**config.mk**
```make
export PLATFORM = sky130hd
export DESIGN_NAME = lsu_mem_access
export DESIGN_NICKNAME = d
export VERILOG_FILES = /design/src/rtl/lsu_mem_access.sv
export SDC_FILE = /design/constraint.sdc
export NUM_CORES = 1
export LEC_CHECK = 0
export BUFFER_PORTS_ARGS = -buffer_cell sky130_fd_sc_hd__buf_4
export CAP_MARGIN = 5
export CORE_AREA = 4 4 95 165
export DETAILED_ROUTE_END_ITERATION = 10
export DIE_AREA = 0 0 99 169
export PLACE_DENSITY = 0.76
export SLEW_MARGIN = 0
export SYNTH_ARGS = -nofsm -noshare
export SYNTH_HDL_FRONTEND = slang
export SYNTH_SLANG_ARGS = --single-unit
```
**constraint.sdc**
```tcl
create_clock -name clk -period 2.2 [get_ports clk]
set_input_delay 0.22 -clock clk [delete_from_list [all_inputs] [get_ports clk]]
set_output_delay 0.22 -clock clk [all_outputs]
set_load 0.01 [all_outputs]
```
**src/rtl/lsu_mem_access.sv**
```systemverilog
// Load/store unit memory access sequencer: accepts one load/store at a time,
// drives a single-beat memory request and hands the result to writeback.
module lsu_mem_access #(
    parameter int ACK_TIMEOUT = 16
) (
    input  logic        clk,
    input  logic        rst_n,
    input  logic        req_valid,
    output logic        req_ready,
    input  logic        req_is_load,
    input  logic [4:0]  req_rd,
    input  logic [31:0] req_addr,
    input  logic [31:0] req_wdata,
    input  logic [1:0]  req_size,
    input  logic        req_zero_ext,
    output logic        mem_req,
    output logic        mem_we,
    output logic [31:0] mem_addr,
    output logic [3:0]  mem_be,
    output logic [31:0] mem_wdata,
    input  logic        mem_ack,
    input  logic [31:0] mem_rdata,
    output logic        wb_is_nop,
    output logic        wb_is_load,
    output logic [4:0]  wb_rd,
    output logic [31:0] wb_data,
    output logic [1:0]  wb_size,
    output logic        wb_zero_ext,
    output logic        lsu_err
);

    typedef enum logic [1:0] {
        IDLE   = 2'd0,
        ACCESS = 2'd1,
        RESP   = 2'd2
    } state_t;

    localparam int CW = $clog2(ACK_TIMEOUT + 1);
    localparam logic [CW-1:0] LAST_WAIT = CW'(ACK_TIMEOUT - 1);

    state_t        state;
    logic [CW-1:0] wait_cnt;
    logic          cap_is_load;
    logic [4:0]    cap_rd;
    logic [1:0]    cap_size;
    logic          cap_zero_ext;
    logic [1:0]    cap_off;

    logic          req_illegal;
    logic [3:0]    be_next;
    logic [31:0]   wdata_next;
    logic [31:0]   rdata_shifted;

    // Handshake: a request transfers on a rising edge where req_valid && req_ready.
    assign req_ready = (state == IDLE);

    always_comb begin
        req_illegal = 1'b0;
        be_next     = 4'b0000;
        wdata_next  = 32'h0;
        case (req_size)
            2'b00: begin
                be_next    = 4'b0001 << req_addr[1:0];
                wdata_next = {4{req_wdata[7:0]}};
            end
            2'b01: begin
                req_illegal = req_addr[0];
                be_next     = 4'b0011 << req_addr[1:0];
                wdata_next  = {2{req_wdata[15:0]}};
            end
            2'b10: begin
                req_illegal = (req_addr[1:0] != 2'b00) || req_zero_ext;
                be_next     = 4'b1111;
                wdata_next  = req_wdata;
            end
            default: req_illegal = 1'b1;
        endcase
    end

    assign rdata_shifted = mem_rdata >> {cap_off, 3'b000};

    always_ff @(posedge clk or negedge rst_n) begin
        if (!rst_n) begin
            state        <= IDLE;
            wait_cnt     <= '0;
            cap_is_load  <= 1'b0;
            cap_rd       <= 5'd0;
            cap_size     <= 2'd0;
            cap_zero_ext <= 1'b0;
            cap_off      <= 2'd0;
            mem_req      <= 1'b0;
            mem_we       <= 1'b0;
            mem_addr     <= 32'h0;
            mem_be       <= 4'b0000;
            mem_wdata    <= 32'h0;
            wb_is_nop    <= 1'b1;
            wb_is_load   <= 1'b0;
            wb_rd        <= 5'd0;
            wb_data      <= 32'h0;
            wb_size      <= 2'd0;
            wb_zero_ext  <= 1'b0;
            lsu_err      <= 1'b0;
        end else begin
            case (state)
                IDLE: begin
                    if (req_valid) begin
                        cap_is_load  <= req_is_load;
                        cap_rd       <= req_rd;
                        cap_size     <= req_size;
                        cap_zero_ext <= req_zero_ext;
                        cap_off      <= req_addr[1:0];
                        if (req_illegal) begin
                            // Illegal requests never reach memory.
                            state     <= RESP;
                            lsu_err   <= 1'b1;
                            wb_is_nop <= 1'b1;
                        end else begin
                            state     <= ACCESS;
                            wait_cnt  <= '0;
                            mem_req   <= 1'b1;
                            mem_we    <= !req_is_load;
                            mem_addr  <= {req_addr[31:2], 2'b00};
                            mem_be    <= be_next;
                            mem_wdata <= wdata_next;
                        end
                    end
                end
                ACCESS: begin
                    if (mem_ack || wait_cnt == LAST_WAIT) begin
                        state     <= RESP;
                        mem_req   <= 1'b0;
                        mem_we    <= 1'b0;
                        mem_addr  <= 32'h0;
                        mem_be    <= 4'b0000;
                        mem_wdata <= 32'h0;
                    end else begin
                        wait_cnt <= wait_cnt + CW'(1);
                    end
                    // An ack in the final wait cycle still wins over the timeout.
                    if (mem_ack) begin
                        wb_is_nop   <= 1'b0;
                        wb_is_load  <= cap_is_load;
                        wb_rd       <= cap_rd;
                        wb_size     <= cap_size;
                        wb_zero_ext <= cap_zero_ext;
                        wb_data     <= cap_is_load ? rdata_shifted : 32'h0;
                    end else if (wait_cnt == LAST_WAIT) begin
                        wb_is_nop <= 1'b1;
                        lsu_err   <= 1'b1;
                    end
                end
                RESP: begin
                    state       <= IDLE;
                    wb_is_nop   <= 1'b1;
                    wb_is_load  <= 1'b0;
                    wb_rd       <= 5'd0;
                    wb_data     <= 32'h0;
                    wb_size     <= 2'd0;
                    wb_zero_ext <= 1'b0;
                    lsu_err     <= 1'b0;
                end
                default: state <= IDLE;
            endcase
        end
    end

endmodule

```
==> results.md, run 1 <==
- The design draws ~9.4 mW.
- In this run the remaining antenna-violating nets after routing total 0.
- For the pin with the worst max-slew slack, the measured transition is around 1100 ps.
- The final critical-path required period is 2090 ps.
- The fraction of the yosys area taken by sequential cells is 0.497.
- The y dimension of the die is 169 µm.
- The leakage power is 4.35 nW.
- The via count of the first global-routing pass is 5955.
- Entering global routing, the biggest net connects 71 pins.
- The later pin in the worst-skew pair is clocked with a latency of between 400 and 500 ps.
- The number of buffers added on ports is 220.
- The initial antenna violation count is 0.
- Dividing the detail-routed via count by the number of cells gives a little under 6.
- The count of routing violations after the opening detailed-route iteration is between 300 and 400.
- The worst-case setup margin in the final layout is between 100 and 150 ps.
- The maximum buffer depth of the clock tree is 2.
- Of the total power, the share spent switching nets is 0.331.
- The total count of max-transition violations in the final report is 0.
- The netlist uses 47 different library cells.
- The CTS tree is done.
- The number of setup buffers added after CTS is 0.
- Across the run, the number of max-cap violations was 0.
- Dividing the final minimum period by the clock period gives 0.949.
- The critical path class is register to register.
- In the final layout, the share of cells above drive strength 1 is 0.395.
- The total length of routed wires is ~19000 µm.
- The first TritonRoute pass finished after 4 iterations.
- Buffers inserted during clock tree synthesis total 17.
- At the worst endpoint, the arrival time is about 2400 ps.
- The net count of the finished layout is between 900 and 1000.
- The number of H-tree levels is 4.
- Before CTS, the worst setup slack after placement is about 87 ps.
- The final standard cell count with taps included and fillers excluded is 991.
- The tightest hold margin is 45.9 ps.
- The initial core utilization is 0.454.
- The element type at the critical path start is a register.
- The floorplan step defined a core boundary enclosing 0.0143 mm².
- Counting flops with a built-in enable in the synthesized netlist gives 0.
- From left edge to right edge, the die measures roughly 100 µm.
- The area share of the largest cell type after synthesis is 0.493.
- The number of placed instances, taps included, is 959.
- Clock-pin slew was measured on the worst setup and hold paths at 60 ps.
- In the routed design, unresolved DRC markers number 0.
- The required time reported for the critical path endpoint is 2500 ps.
- The mean area per synthesized cell is 11.0 µm².
- The register bit count reported by yosys is 129.
- For this design, the sink count on the clock tree is 129.
- The internal portion of the total power is about 6.3 mW.
- The flip-flop and latch area is ~0.0032 mm².
- The standard-cell row count is between 50 and 60.
- Timing would allow up to about 480 MHz.
- The number of antenna cells inserted is 0.
- The fraction of synthesis flops using an asynchronous set or reset pin is 1.00.
- The die covers 0.0167 mm².
- The total global-route track usage is 0.228.
- Setup violations remaining at the end of the flow were counted as 0.
- The biggest area consumer among synthesized cells is dfrtp_1.
- The CTS root buffer is clkbuf_16.
- The power share of the clock group is 0.275.
- The relative slew slack is 0.235.
- The endpoint class of the critical path is a register.
- The analysis attributes to net switching a power of roughly 3.1 mW.
- The relative area change from synthesis to final layout is 38.2%.
- The total overflow left after global routing is 0.
- The area of the multi-input gates is around 0.003 mm².
- The last weighted congestion value of the routability-driven placer is ~0.87.
- Setup repair after global routing left no endpoint under its margin.
- By area the synthesized netlist is led by dfrtp_1 (49%), mux2i_1 (9.3%), o21ai_0 (8.1%).
- After synthesis, the most frequently instantiated cells are dfrtp_1 (128), o21ai_0 (105), mux2i_1 (60).
- After detailed routing, the average wire length per cell comes to ~19 µm.
- The wire length of the first global-routing pass is slightly above 30000 µm.
- The biggest fanout along the worst timing path is 5.
- The run finished with clean final reports.
- In the final timing run, aggregate negative setup slack is 0 ps.
- The worst-case IR drop observed on VDD is about 0.54 mV.
- The clock arrives with around 8.6 ps of skew.
- Detailed placement ended at an HPWL of approximately 14000 µm.
- The hold violation count in the final report is 0.
- In this run the power density over the cells is 1050 mW/mm².
- The number of standard cells after synthesis is 592.
- The post-synthesis instance area is between 0.006 and 0.007 mm².
- Counting the fill cells in the layout gives around 1100.
- The most common cell in the netlist is dfrtp_1.
- The relative contribution of sequential cells to total power is 0.376.
- The number of I/O pins is 223.
- The count of synthesis-stage warnings from yosys is 0.
- The vias after detailed routing is 5731.
- The most used flip-flop cell after synthesis is dfrtp_1.
- The slack of the worst reg-to-reg path is 110 ps.
- The proportion of power drawn by combinational gates is 0.349.
- The tightest min-delay check is of the primary input to register type.
-- flip-flops by register name, indices dropped and copies added (netlist names) --
| name | flops |
|---|---|
| mem_wdata | 32 |
| wb_data | 32 |
| mem_addr | 30 |
| cap_rd | 5 |
| wait_cnt | 5 |
| wb_rd | 5 |
| mem_be | 4 |
| cap_off | 2 |
| cap_size | 2 |
| state | 2 |
| wb_size | 2 |
| cap_is_load | 1 |
| cap_zero_ext | 1 |
| lsu_err | 1 |
| mem_req | 1 |
| mem_we | 1 |
| wb_is_load | 1 |
| wb_is_nop | 1 |
| wb_zero_ext | 1 |
-- through the flow --
| step | cell area, µm² | util |
|---|---|---|
| after floorplan | 6500 | - |
| after global placement | 8410 | 0.588 |
| after detailed placement | 8410 | 0.588 |
| after CTS | 8970 | 0.627 |
| after global routing | 8970 | 0.628 |
| final | 8970 | 0.628 |
-- layout by cell type, fill, tap and decap left out, types with 2 or more instances in the layout --
cell type / n
o2bb2ai_1: 7
nor2_1: 4
o211ai_1: 30
nor3_1: 2
a22oi_1: 3
a21oi_1: 11
nand3_1: 2
buf_12: 6
inv_1: 4
mux2i_1: 60
clkbuf_16: 17
mux2_2: 20
clkinv_4: 2
nor4b_1: 2
o21ai_0: 105
a21o_1: 2
ha_1: 2
o32ai_1: 2
o22ai_1: 2
a22o_1: 37
and3_1: 2
a211oi_1: 5
clkinvlp_4: 6
conb_1: 2
a2bb2oi_1: 17
dfrtp_1: 128
clkinv_2: 3
dlygate4sd3_1: 2
nor2b_1: 14
buf_4: 243
o21ai_1: 5
nand2_1: 34
mux4_2: 8
-- repair_timing --
item / in CTS / in global routing
endpoints found under the setup margin: 0 / 1
hold buffers: 2 / 0
endpoints found under the hold margin: 35 / 0
resized for setup: 0 / 1
-- path summary, 6_finish.rpt --
check / from / to / cells past startpoint
max: wait_cnt[0]$_DFFE_PN0P_ / wait_cnt[4]$_DFFE_PN0P_ / 6
min: req_rd[3] / cap_rd[3]$_DFFE_PN0P_ / 2
max reg2reg: wait_cnt[0]$_DFFE_PN0P_ / wait_cnt[4]$_DFFE_PN0P_ / 6
min reg2reg: wb_data[10]$_DFFE_PN0P_ / wb_data[10]$_DFFE_PN0P_ / 1
max in group asynchronous: rst_n / wait_cnt[3]$_DFFE_PN0P_ / 3
min in group asynchronous: rst_n / mem_wdata[22]$_DFFE_PN0P_ / 2
-- cells by family after synthesis --
kind of cell / synth area share
AO/OA/AOI/OAI: 0.236
flip-flops: 0.497
multiplexers: 0.155
AND/OR/NAND/NOR: 0.0588
buffers and inverters: 0.0482
adder cells (fa/ha/maj): 0.00385
other: 0.000578
-- critical path, cell delays in order (launching register included) --
cell and delay [ps]:
dfrtp_1 410, ha_1 230, and3_1 190, ha_1 200, or4b_4 560, buf_4 170, o32ai_1 220
-- cell type report --
cell class	count	share of cell area
Sequential cell	129	0.360
Multi-Input combinational cell	397	0.334
Timing Repair Buffer	251	0.219
Clock buffer	17	0.0474
Tap cell	180	0.0251
Clock inverter	13	0.0130
Inverter	4	0.00167
-- power by group through the flow --
| stage | combinational (mW) | clock [mW] | sequential, mW |
|---|---|---|---|
| global route | 3.56 | 2.74 | 3.62 |
| global placement | 3.22 | 0 | 3.53 |
| CTS | 3.32 | 2.64 | 3.53 |
| finish | 3.28 | 2.58 | 3.53 |
| detailed placement | 3.31 | 0 | 3.56 |
| floorplan | 1.44 | 0 | 3.72 |
-- layer usage --
metal	routed length, µm	part of all wire	global-route usage
met1	7140	0.37	0.257
met4	523	0.027	0.0898
met3	1560	0.081	0.0676
met2	10000	0.52	0.400
met5	0	0	0
Note: power is estimated with default switching activity, not from simulation.
==> inputs of run 2 (changes only) <==
Settings changed: ABC_AREA from default to 1, CORE_AREA 4 4 95 165 to 4 4 93 161, DIE_AREA 0 0 99 169 to 0 0 97 165, PLACE_DENSITY 0.76 to 0.75.
==> results.md, run 2 <==
- Clock tree synthesis inserted a total of 17 buffers.
- The worst hold path belongs to the class primary input to register.
- The post-placement cell count is ~1100.
- The setup path with the least slack is of type register to register.
- Power spread over the standard cell area amounts to approximately 1300 mW/mm².
- At the end of routability-driven placement, the weighted congestion stood at 0.850.
- The Yosys step of the flow raised 0 warnings.
- The synthesized-area fraction occupied by and/or/nand/nor cells is 0.328.
- The number of DRC violations after detailed routing is 0.
- The cell type of the slowest stage on the worst timing path is dfrtp_1.
- Traced cell by cell, the critical path runs through ha_1 -> nand2_1 -> nor2_1 -> ha_1 -> inv_1 -> nand2_1 -> nor2_2 -> a21oi_1 -> nand2_2 -> buf_12 -> nand2_1 -> nand2_1.
- The endpoint class of the critical path is a register.
- The via count of the first global-routing pass was around 5800.
- The number of standard cells after synthesis is 744.
- The die is 97 µm wide.
- Of the post-synthesis cell area, the dominant cell type holds 0.531.
- The relative slew slack is 0.520.
- In the synthesized netlist the async set-or-reset flop fraction comes to 1.00.
- Of the total synthesized cell area, the portion taken by full adders, half adders and majority gates is 0.00415.
- The data arrival time of the critical path is ~2300 ps.
- The total length of routed wires is roughly 18000 µm.
- The count of instances resized after the clock tree is built is 0.
- After synthesis, the largest family of logic cells by area is simple AND/OR/NAND/NOR gates.
- Across all hold checks on the routed design, the worst slack comes to ~12 ps.
- The total setup buffers inserted after CTS is 0.
- The floorplan has 57 rows.
- The vias after detailed routing is just under 6000.
- The worst supply voltage drop on vdd is between 0.7 and 0.8 mV.
- The count of cells along the worst register-to-register path is 12.
- Excluding fillers, the count of instances in the completed layout stands at approximately 1200.
- During placement, the flow inserted port buffers numbering 220.
- For this run, the leading register cell type out of synthesis is dfrtp_1.
- Of the total power, the clock network draws 0.261.
- For this run the aggregate overflow at the end of global routing stands at 0.
- The clock passes through at most 2 buffers.
- For this design the static power due to leakage is 4.74 nW.
- Internal power comes to between 7 and 8 mW.
- The hold violation count in the final report is 0.
- The die is ~170 µm tall.
- The floorplan die area is 0.0160 mm².
- The initial utilization of the core area, before any placement, comes to 0.438.
- Summed over all nets, the switching power comes to 4.33 mW.
- CTS built an H-tree with a depth of 4.
- Of the available clock period, the critical path in the final layout requires 0.903.
- The post-synthesis instance area is approximately 0.006 mm².
- The area fraction in compound gates after synthesis is 0.0695.
- The number of flops mapped to enable cells by yosys is 0.
- Leaving out fill and tap cells, the most frequent cells in the layout are nand2_1 (337), buf_4 (230), dfrtp_1 (128).
- The xor and xnor fraction of the mapped netlist area is 0.00145.
- Along the worst path, the maximum fanout reaches 43.
- The biggest area consumer among synthesized cells is dfrtp_1.
- Clock-pin slew was measured on the worst setup and hold paths at 60 ps.
- Of the total power, the share spent switching nets is 0.372.
- The mux cell area share after synthesis is 0.
- The initial antenna violation count is 0.
- Entering global routing, the biggest net connects 56 pins.
- Of the total power, combinational logic draws 0.396.
- Yosys mapped the design onto 32 distinct sky130hd cell types.
- The largest stage delay on the critical path is 420 ps.
- The first routing iteration left 302 violations.
- TritonCTS built the clock tree.
- From synthesis to final layout, the design area changed by 43.1%.
- Adding up every negative setup slack in the final design gives 0 ps.
- Counting every sink on the clock net gives around 130.
- The number of cells on the worst hold path is 3.
- After synthesis, the cell types taking the most area are dfrtp_1 (53%), nand2_1 (21%), nand3_1 (9.4%).
- The total global-route track usage is 0.231.
- The number of max-cap violations is 0.
- nand2_1 is the most common cell in the netlist.
- The core region is 0.0138 mm².
- The total count of max-transition violations in the final report was 0.
- The number of antenna diodes in the final layout is 0.
- Counting I/O delays and the setup requirement, the final critical path takes between 1500 and 2000 ps.
- The largest registers in the layout are mem_wdata: 32 flops, wb_data: 32 flops, mem_addr: 30 flops.
- The wire length of the first global-routing pass is slightly below 30000 µm.
- The library cell used most frequently in the layout, excluding fill and tap cells, is nand2_1.
- The tree is rooted in a clkbuf_16.
- Setup repair after global routing left no endpoint under its margin.
- The share of the Yosys chip area taken by registers is 0.535.
- The first-pass detailed-route iteration total is 4.
- Of the cells placed in the final design, the portion with a size suffix greater than 1 is 0.301.
- The cell seen most often among critical-path stages is nand2_1.
- The number of I/O pins is 223.
- The number of antenna-violating nets in the routed design is 0.
- The via count normalized by instance count is 5.04.
- The mean area per synthesized cell is between 8 and 9 µm².
- The wire-length estimate of the detail-placed layout is around 14000 µm.
- The count of endpoints failing setup in the final report is 0.
- STA classifies the critical path startpoint as a register.
- The register bit count reported by yosys is 129.
- The run finished with clean final reports.
- Data on the critical path is required at its endpoint by 2550 ps.
- Dividing the detail-routed wire length by the instance count gives 15.9 µm.
- At the pin with the least slew margin, the transition time is just over 700 ps.
- The clock arrives with between 10 and 15 ps of skew.
- For this run, the post-layout net count is ~1100.
- For the worst-skew pair, the clock arrives at the later sink with an insertion delay of 410 ps.
- Of the total power, registers draw 0.343.
- The achievable clock frequency is a little over 500 MHz.
- By count the netlist is led by nand2_1 (337), dfrtp_1 (128), nand3_1 (113).
run 2: changes by cell type after synthesis, sizes merged, moves of 14 or more:
cell     previous run  this run
nand3               2       115
o21ai             111        33
inv                 4        31
o31ai               1        15
nor2b              14         0
o211ai             30         0
clkbuf             40        17
mux2               20         0
a22o               37         8
mux2i              60         0
a2bb2oi            17         0
nand2              34       340
run 2: area by class of cell:
| class | instances | area [µm²] |
|---|---|---|
| Inverter | 32 | 120 |
| Clock inverter | 14 | 204 |
| Clock buffer | 18 | 439 |
| Tap cell | 177 | 221 |
| Fill cell | 1216 | 5130 |
| Sequential cell | 129 | 3230 |
| Multi-Input combinational cell | 538 | 2440 |
| Timing Repair Buffer | 250 | 1980 |
run 2: timing repair:
item                                    CTS  global route
endpoints found under the setup margin    0             0
hold buffers                             14             0
hold endpoints to repair                 64             0
run 2: final timing paths:
kind / start / end / slack [ps]
hold reg to reg: mem_be[0]$_DFFE_PN0P_ / mem_be[0]$_DFFE_PN0P_ / 470
hold / removal: req_addr[30] / mem_addr[30]$_DFFE_PN0P_ / 10
min in group asynchronous: rst_n / wb_data[1]$_DFFE_PN0P_ / 330
setup / recovery: wait_cnt[0]$_DFFE_PN0P_ / mem_addr[14]$_DFFE_PN0P_ / 210
max in group asynchronous: rst_n / wb_is_nop$_DFFE_PN1P_ / 1160
setup reg to reg: wait_cnt[0]$_DFFE_PN0P_ / mem_addr[14]$_DFFE_PN0P_ / 210
run 2: worst max-delay path: cells and delay by family, from the launching register on:
| kind | cells | cell delay [ps] |
|---|---|---|
| AO/OA/AOI/OAI | 1 | 80 |
| flip-flops | 1 | 420 |
| buffers and inverters | 2 | 300 |
| adder cells (fa/ha/maj) | 2 | 400 |
| AND/OR/NAND/NOR | 7 | 710 |
run 2: per-stage QoR:
stage	total power [mW]	util	setup WS [ps]	instance area [µm²]
after CTS	11.8	0.627	225	8630
after detailed placement	8.67	0.570	228	7850
final	11.6	0.627	214	8630
after floorplan	6.33	-	554	6040
after global routing	12.4	0.627	27.2	8630
after global placement	8.57	0.570	322	7850
run 2: kinds of logic (layout without fill, tap and decap cells):
group,count (synthesis),after routing
XOR/XNOR,1,1
flip-flops,129,129
AO/OA/AOI/OAI,61,61
other,1,2
buffers and inverters,78,314
adder cells (fa/ha/maj),2,2
AND/OR/NAND/NOR,472,472
run 2: power by group through the flow:
stage	clock network [mW]	registers [mW]	logic (mW)
finish	3.03	3.99	4.60
global route	3.20	4.11	5.11
floorplan	0	4.27	2.05
CTS	3.08	3.99	4.68
global placement	0	4.00	4.56
detailed placement	0	4.01	4.66
run 2: routing by layer:
layer,track usage,up-vias,part of all wire
met3,0.0579,43,0.057
met1,0.257,2734,0.37
li1,-,2838,-
met2,0.405,220,0.53
met4,0.125,0,0.045
met5,0,-,0
